### src/rtl/miller_frame_assembler_pkg.sv
// Shared Miller defines: frame FSM encoding, frame bit constants and the
// default byte limit used by the decoder chain.
package miller_frame_assembler_pkg;

  typedef enum logic [1:0] {
    ST_IDLE   = 2'd0,
    ST_DATA   = 2'd1,
    ST_PARITY = 2'd2,
    ST_DONE   = 2'd3
  } frame_state_t;

  localparam int DATA_BITS         = 8;
  localparam int FRAME_BITS        = 9;
  localparam int SHORT_BITS        = 7;
  localparam int DEFAULT_MAX_BYTES = 32;

  // Odd-parity bit that must accompany a data byte
  function automatic logic odd_parity(input logic [7:0] data);
    return ~^data;
  endfunction

endpackage

### src/rtl/miller_frame_assembler.sv
// Assembles decoded Miller bits into bytes with odd-parity checking, handles
// 7-bit short frames, frame errors and byte-count saturation.
module miller_frame_assembler
  import miller_frame_assembler_pkg::*;
#(
  parameter int MAX_BYTES = DEFAULT_MAX_BYTES
) (
  input  logic       in_clk,
  input  logic       in_PoR,
  input  logic       in_sof,
  input  logic       in_bit_valid,
  input  logic       in_bit,
  input  logic       in_eof,
  output logic [7:0] out_byte,
  output logic       out_byte_valid,
  output logic       out_parity_err,
  output logic       out_short_frame,
  output logic       out_frame_err,
  output logic       out_frame_done,
  output logic [5:0] out_byte_count
);

  frame_state_t state;
  logic [3:0]   bit_count;
  logic [7:0]   shift_reg;
  logic         parity_q;
  logic         eof_d;
  logic         eof_rise;

  // EoF is a sticky level, so only its rising edge ends a frame
  assign eof_rise = in_eof & ~eof_d;

  // Frame FSM with all outputs registered; state advances on the falling edge
  always_ff @(negedge in_clk or negedge in_PoR) begin
    if (!in_PoR) begin
      state           <= ST_IDLE;
      bit_count       <= '0;
      shift_reg       <= '0;
      parity_q        <= 1'b0;
      eof_d           <= 1'b0;
      out_byte        <= '0;
      out_byte_valid  <= 1'b0;
      out_parity_err  <= 1'b0;
      out_short_frame <= 1'b0;
      out_frame_err   <= 1'b0;
      out_frame_done  <= 1'b0;
      out_byte_count  <= '0;
    end else begin
      eof_d          <= in_eof;
      out_byte_valid <= 1'b0;
      out_frame_done <= 1'b0;

      if (in_sof && state != ST_DONE) begin
        state           <= ST_DATA;
        bit_count       <= '0;
        shift_reg       <= '0;
        parity_q        <= 1'b0;
        out_byte_count  <= '0;
        out_short_frame <= 1'b0;
        out_frame_err   <= 1'b0;
      end else begin
        case (state)
          ST_IDLE: begin
            state <= ST_IDLE;
          end

          ST_DATA: begin
            if (eof_rise) begin
              if (bit_count == 4'(SHORT_BITS) && out_byte_count == '0) begin
                out_byte        <= {1'b0, shift_reg[6:0]};
                out_byte_valid  <= 1'b1;
                out_parity_err  <= 1'b0;
                out_short_frame <= 1'b1;
              end else if (bit_count != '0) begin
                out_frame_err <= 1'b1;
              end
              state <= ST_DONE;
            end else if (in_bit_valid) begin
              shift_reg[bit_count[2:0]] <= in_bit;
              bit_count                 <= bit_count + 4'd1;
              if (bit_count == 4'(DATA_BITS - 1)) begin
                state <= ST_PARITY;
              end
            end
          end

          ST_PARITY: begin
            if (bit_count == 4'(FRAME_BITS)) begin
              if (out_byte_count >= 6'(MAX_BYTES)) begin
                out_frame_err <= 1'b1;
              end else begin
                out_byte       <= shift_reg;
                out_byte_valid <= 1'b1;
                out_parity_err <= parity_q;
                out_byte_count <= out_byte_count + 6'd1;
              end
              bit_count <= '0;
              state     <= eof_rise ? ST_DONE : ST_DATA;
            end else if (eof_rise) begin
              out_frame_err <= 1'b1;
              state         <= ST_DONE;
            end else if (in_bit_valid) begin
              parity_q  <= (in_bit != odd_parity(shift_reg));
              bit_count <= bit_count + 4'd1;
            end
          end

          ST_DONE: begin
            out_frame_done <= 1'b1;
            state          <= ST_IDLE;
          end

          default: begin
            state <= ST_IDLE;
          end
        endcase
      end
    end
  end

endmodule

### config.mk
export PLATFORM = sky130hd
export DESIGN_NAME = miller_frame_assembler
export DESIGN_NICKNAME = d
export VERILOG_FILES = /design/src/rtl/miller_frame_assembler_pkg.sv /design/src/rtl/miller_frame_assembler.sv
export SDC_FILE = /design/constraint.sdc
export NUM_CORES = 1
export LEC_CHECK = 0
export ABC_AREA = 0
export BUFFER_PORTS_ARGS = -buffer_cell sky130_fd_sc_hd__buf_2
export CELL_PAD_IN_SITES_DETAIL_PLACEMENT = 1
export CELL_PAD_IN_SITES_GLOBAL_PLACEMENT = 2
export CORE_ASPECT_RATIO = 2
export CORE_MARGIN = 2
export CORE_UTILIZATION = 39
export DETAILED_ROUTE_END_ITERATION = 10
export PLACE_DENSITY = 0.84
export REMOVE_ABC_BUFFERS = 1
export SYNTH_ARGS = -nofsm -noshare
export SYNTH_HDL_FRONTEND = slang
export SYNTH_SLANG_ARGS = --single-unit
### constraint.sdc
create_clock -name in_clk -period 3.7 [get_ports in_clk]
set_clock_uncertainty 0.15 [all_clocks]
set_input_delay 0.185 -clock in_clk [delete_from_list [all_inputs] [get_ports in_clk]]
set_output_delay 0.185 -clock in_clk [all_outputs]
set_load 0.01 [all_outputs]
==> results by group, run 1 <==
CTS
  – Max clock buf depth: 2
  – # resized after CTS: 0
  – H-tree depth: 2
  – Hold-fix buffers, CTS: 0
  – Clk Latency, worst-skew pair: 0.30 ns
  – Setup Buffers After CTS: 0
  – CTS root buffer: clkbuf_8
  – CTS tree: done
  – CTS buffer count: 5
  – Register clock-pin slew on the reported worst setup and hold paths: 0.05 ns
  – Clock tree sinks: 35

Synth
  – Synth top area cells: dfrtn_1 (46%), mux2_4 (5.5%), ha_1 (5.3%)
  – Top-area cell type share of the netlist area: 46.24%
  – FFs w/ async S/R, synth: 100.0%
  – Part of the Yosys area used for sequential elements: 46.24%
  – Top_reg_cell synth: dfrtn_1
  – Post-Syn Area: 1894 sq um
  – Cells after Synth: 181
  – Yosys warns: 0
  – Synth cell types: 43
  – Top cells by count, synth: dfrtn_1 (35), a21oi_1 (14), nor2_1 (14), inv_1 (12), o21ai_0 (12)
  – Syn Area/Cell: 10.47 sq um
  – Count leader, synth: dfrtn_1
  – Post-synth EDFFs: 0
  – FF+latch count, synth: 35
  – Synth area leader: dfrtn_1

Critical path
  – Max FO, Critical Path: 9
  – CP Class: primary input to register
  – Required time worst endpoint: 1.84 ns
  – CP Capture Type: register
  – CP arrival: 1.49 ns
  – Worst Setup Start Kind: primary input
  – R2R cell count: 6

Detailed routing
  – Via density per instance: 5.532
  – Vias: 1477
  – WL final: 4.653 mm
  – Detail Route Antenna Nets: 0
  – DR pass1 iterations: 4
  – WL per Instance: 17.43 um
  – DRC: 0
  – Detailed router's first-iteration violation count: 16

Final layout
  – Layout cells sized above 1: 25.00%
  – Layout area overhead: 17.11%
  – Core Util, Final: 47.79%
  – Layout Cells excl Fill: 267
  – Layout fillers: 542
  – # diodes: 0
  – Final Cell Area: 2218 sq um
  – Final nets: 225

STA
  – Worst Tran Pin Value: 0.7934 ns
  – Relative slew slack: 47.10%
  – RSZ-0062 raised after global routing: no
  – Hold Violations, Final: 0
  – Slew Limit Fails: 0
  – Setup violations, final: 0
  – Slack of the critical path: 0.3562 ns

Placement
  – Gp weighted congestion: 0.7675
  – Placed cells: 259
  – Post-Place Cell Area: 2101 sq um
  – PortBufs: 24
  – Pre-CTS WS: 0.04008 ns
  – Post-detail-place hpwl: 3.598 mm

Job
  – Max Cap Viol: 0

Power
  – Static Leakage: 1.051 nW
  – Peak supply drop: 0.0004046 V
  – Pwr Density: 561.6 nW/um^2
  – Overall power: 1.246 mW

Global routing
  – Vias in the first global route: 1657
  – GRT overflow: 0
  – Initial antenna violation count: 0
  – Largest net degree at the start of global routing: 36
  – First-pass GRT wire length: 7.872 mm
  – Overall Global Routing Usage: 19.85%

Floorplanning
  – Initial Utilization: 40.81%
  – Boundary Pins: 25
  – Rows: 35
  – Core Box Area: 4642 sq um
  – Die Footprint: 5464 sq um
  – Die X: 53.28 um
  – Die H: 102.6 um

Min path
  – Hold crit path type: register to register
  – Hold depth: 1

Status
  – Outcome: finished clean
## power by group
group	leakage (nW)	internal, mW	switching (mW)
registers	0.480	0.429	0.0464
logic	0.511	0.167	0.243
clock network	0.0612	0.218	0.141
## placed cells by master (no fill, tap or decap), types with 2 or more instances in the layout
cell | Yosys | final
xnor2_1 | 10 | 10
mux2_4 | 7 | 7
mux2i_1 | 3 | 3
nand2b_1 | 3 | 3
a21oi_1 | 14 | 14
nand3_1 | 8 | 8
nor4b_1 | 2 | 2
xor2_1 | 2 | 2
nor2b_1 | 3 | 3
clkbuf_8 | 0 | 6
o21ai_0 | 12 | 12
buf_4 | 0 | 6
dfrtn_1 | 35 | 35
ha_1 | 8 | 8
nand4_1 | 4 | 4
o31ai_1 | 3 | 3
nand2_1 | 9 | 9
nor4_1 | 2 | 2
inv_1 | 12 | 12
nor3_1 | 2 | 2
nor2_1 | 14 | 14
buf_2 | 1 | 24
## stage by stage
stage	hold slack [ns]	TNS [ns]
finish	0.3064	0
global placement	0.3010	0
CTS	0.3131	0
floorplan	0.3244	-1.674
global route	0.3316	0
detailed placement	0.3131	0
## worst max-delay path, cell delays in order
cell and delay, ns:
buf_2 0.09, or2b_4 0.28, nor4_4 0.36, o211ai_4 0.22, mux2_4 0.35
## layer usage
layer	part of all wire, %	up-vias	global-route usage, %
li1	-	692	-
met1	35	746	17.50
met2	60	32	40.17
met3	3.0	7	4.058
met4	1.8	0	7.890
met5	0	-	0
## path summary, 6_finish.rpt
check	startpoint	end	slack (ns)
min in group asynchronous	in_PoR	out_frame_done	1.54
hold reg to reg	out_byte[0]	out_byte[0]	0.31
max in group asynchronous	in_PoR	bit_count[3]	1.30
setup / recovery	in_eof	out_byte[1]	0.36
hold / removal	out_byte[0]	out_byte[0]	0.31
setup reg to reg	bit_count[1]	out_byte[1]	1.42
## final cells by class
class	instances	area [sq um]	share of cell area, %
Multi-Input combinational cell	127	945.9	42.64
Tap cell	55	68.82	3.102
Sequential cell	35	875.8	39.48
Inverter	12	45.04	2.030
Clock inverter	2	35.03	1.579
Timing Repair Buffer	30	165.2	7.445
Clock buffer	6	82.58	3.723
## kinds of logic (layout without fill, tap and decap cells)
group / count (synthesis) / after routing / share of synthesized area (%)
XOR/XNOR: 13 / 13 / 6.737
buffers and inverters: 19 / 50 / 3.830
AND/OR/NAND/NOR: 59 / 59 / 18.36
multiplexers: 10 / 10 / 7.133
AO/OA/AOI/OAI: 37 / 37 / 12.42
adder cells (fa/ha/maj): 8 / 8 / 5.284
flip-flops: 35 / 35 / 46.24
Note: power is estimated with default switching activity, not from simulation.
==> run 2: changes to the inputs <==
==> constraint.sdc (replaced) <==
create_clock -name in_clk -period 3.7 [get_ports in_clk]
set_clock_uncertainty 0.15 [all_clocks]
set_input_delay 0.74 -clock in_clk [delete_from_list [all_inputs] [get_ports in_clk]]
set_output_delay 0.74 -clock in_clk [all_outputs]
set_load 0.01 [all_outputs]
==> run 2 against run 1 <==
Clock power up 17%. Via count rose by 4.8%. Non-clock buffer count increased by 8. Final area increased by 5.1%. Setup slack lost 0.35 ns. Critical path depth unchanged. Sequential cell count unchanged. Utilization increased by 2.5 points. Count of clock-buffer cells in the layout shrank 1.
==> results by group, run 2 (synthesis gave the netlist of run 1 again) <==
Power
  – Part of the power in registers: 35.7%
  – Static Leakage: 1.103 nW
  – Pwr Density: 570.6 nW/um^2
  – Switching Share: 34.06%
  – Comb pwr share: 32.6%
  – Clock share of power: 31.7%
  – Peak supply drop: 0.0003188 V
  – Psw: 0.4533 mW
  – P_int: 0.8774 mW

Critical path
  – R2R cell count: 6
  – Required time worst endpoint: 1.84 ns
  – Worst Setup Start Kind: primary input
  – Crit-path leading delay family: simple AND/OR/NAND/NOR gates
  – R2R Path End: out_byte[1]
  – CP Capture Type: register
  – Crit path cell chain: buf_6 -> or2b_4 -> nor4_4 -> o211ai_4 -> mux2_4
  – CP Class: primary input to register
  – Buf/Inv on CP: 1
  – CP max stage cell: mux2_4
  – CP arrival: 1.84 ns
  – Worst R2R Start: bit_count[1]
  – CP peak stage delay: 0.34 ns
  – Reg2reg setup slack: 1.47 ns
  – Max FO, Critical Path: 8

Final layout
  – Most common cell after layout, fill and taps aside: dfrtn_1
  – Core Util, Final: 50.24%
  – Layout cells sized above 1: 29.09%
  – Layout area overhead: 23.12%
  – # diodes: 0
  – Final nets: 233
  – Commonest cells after routing, fill and taps aside: dfrtn_1 (35), buf_2 (23), nor2_1 (14), a21oi_1 (14), buf_4 (13)

Placement
  – Gp weighted congestion: 0.7584
  – PortBufs: 24
  – Post-detail-place hpwl: 3.795 mm

Floorplanning
  – Boundary Pins: 25
  – Rows: 35
  – Core Box Area: 4642 sq um
  – Initial Utilization: 40.81%
  – Die X: 53.28 um
  – Die Footprint: 5464 sq um
  – Die H: 102.6 um

CTS
  – CTS buffer count: 5
  – Clock tree sinks: 35
  – CTS tree: done
  – H-tree depth: 2
  – CTS root buffer: clkbuf_8
  – Max clock buf depth: 2
  – Clk Latency, worst-skew pair: 0.30 ns
  – Hold-fix buffers, CTS: 0
  – Register clock-pin slew on the reported worst setup and hold paths: 0.05 ns

STA
  – Slew Limit Fails: 0
  – RSZ-0062 raised after global routing: yes
  – Hold Violations, Final: 0
  – Worst Tran Pin Value: 0.5269 ns
  – Setup violations, final: 0
  – Fin Setup TNS: 0 ns
  – Relative slew slack: 64.88%

Global routing
  – Largest net degree at the start of global routing: 23
  – Vias in the first global route: 1746
  – Overall Global Routing Usage: 21.31%
  – First-pass GRT wire length: 8.362 mm
  – GRT overflow: 0
  – Initial antenna violation count: 0

Min path
  – Hold Path Origin: out_byte[1]
  – Hold crit path type: register to register
  – Hold depth: 1
  – Hold EP: out_byte[1]

Status
  – Outcome: finished clean

Detailed routing
  – Detail Route Antenna Nets: 0
  – Via density per instance: 5.629
  – Vias: 1548
  – WL final: 4.945 mm
  – DR pass1 iterations: 4
  – DRC: 0
  – Detailed router's first-iteration violation count: 22
  – WL per Instance: 17.98 um

Job
  – Max Cap Viol: 0
run 2: area by class of cell:
type,count,area [sq um]
clock inverters,3,67.56
well taps,55,68.82
fillers,548,2310
flip-flops and latches,35,875.8
repair buffers,38,244.0
multi-input cells,127,962.2
clock buffers,5,68.82
inverters,12,45.04
run 2: stage by stage:
stage / setup WS, ns / cells / instance area [sq um] / power (mW) / hold WS, ns
2_1_floorplan: -0.7775 / 174 / 1867 / 0.7572 / 0.3244
3_3_place_gp: -0.4426 / 262 / 2136 / 0.8831 / 0.3020
3_5_place_dp: -0.4883 / 262 / 2136 / 0.9081 / 0.3080
4_1_cts: -0.02128 / 272 / 2293 / 1.331 / 0.3125
5_1_grt: -0.03053 / 275 / 2332 / 1.405 / 0.3357
6_report: 0.002433 / 275 / 2332 / 1.331 / 0.3068
run 2: how the worst max path moves through the flow:
stage	startpoint	endpoint	slack, ns	depth (start not counted)
6_report	in_eof	out_byte[1]	0.002	5
5_1_grt	in_eof	out_byte[2]	-0.03	5
4_1_cts	in_eof	out_byte[3]	-0.02	5
3_5_place_dp	in_eof	out_byte[2]	-0.49	5
3_3_place_gp	in_eof	out_byte[2]	-0.44	5
2_1_floorplan	in_sof	out_byte[0]	-0.78	4
run 2: layer usage:
layer  vias up  track usage, %  part of all wire [%]
met1       784           18.16                    33
met2        39           43.11                    61
met3        13           3.768                   2.6
li1        712               -                     -
met4         0           10.65                   3.3
met5         -               0                     0
run 2: power by group through the flow:
stage | clock network, mW | logic, mW | registers [mW]
final | 0.421 | 0.434 | 0.475
after global routing | 0.445 | 0.476 | 0.484
after CTS | 0.423 | 0.432 | 0.476
after detailed placement | 0 | 0.425 | 0.483
after global placement | 0 | 0.405 | 0.478
after floorplan | 0 | 0.279 | 0.478
run 2: repair_timing:
item,in CTS,in global routing
buffers inserted,2,3
cloned,0,0
hold endpoints to repair,0,0
pin swaps,2,2
gates resized for setup,1,5
endpoints found under the setup margin,12,18
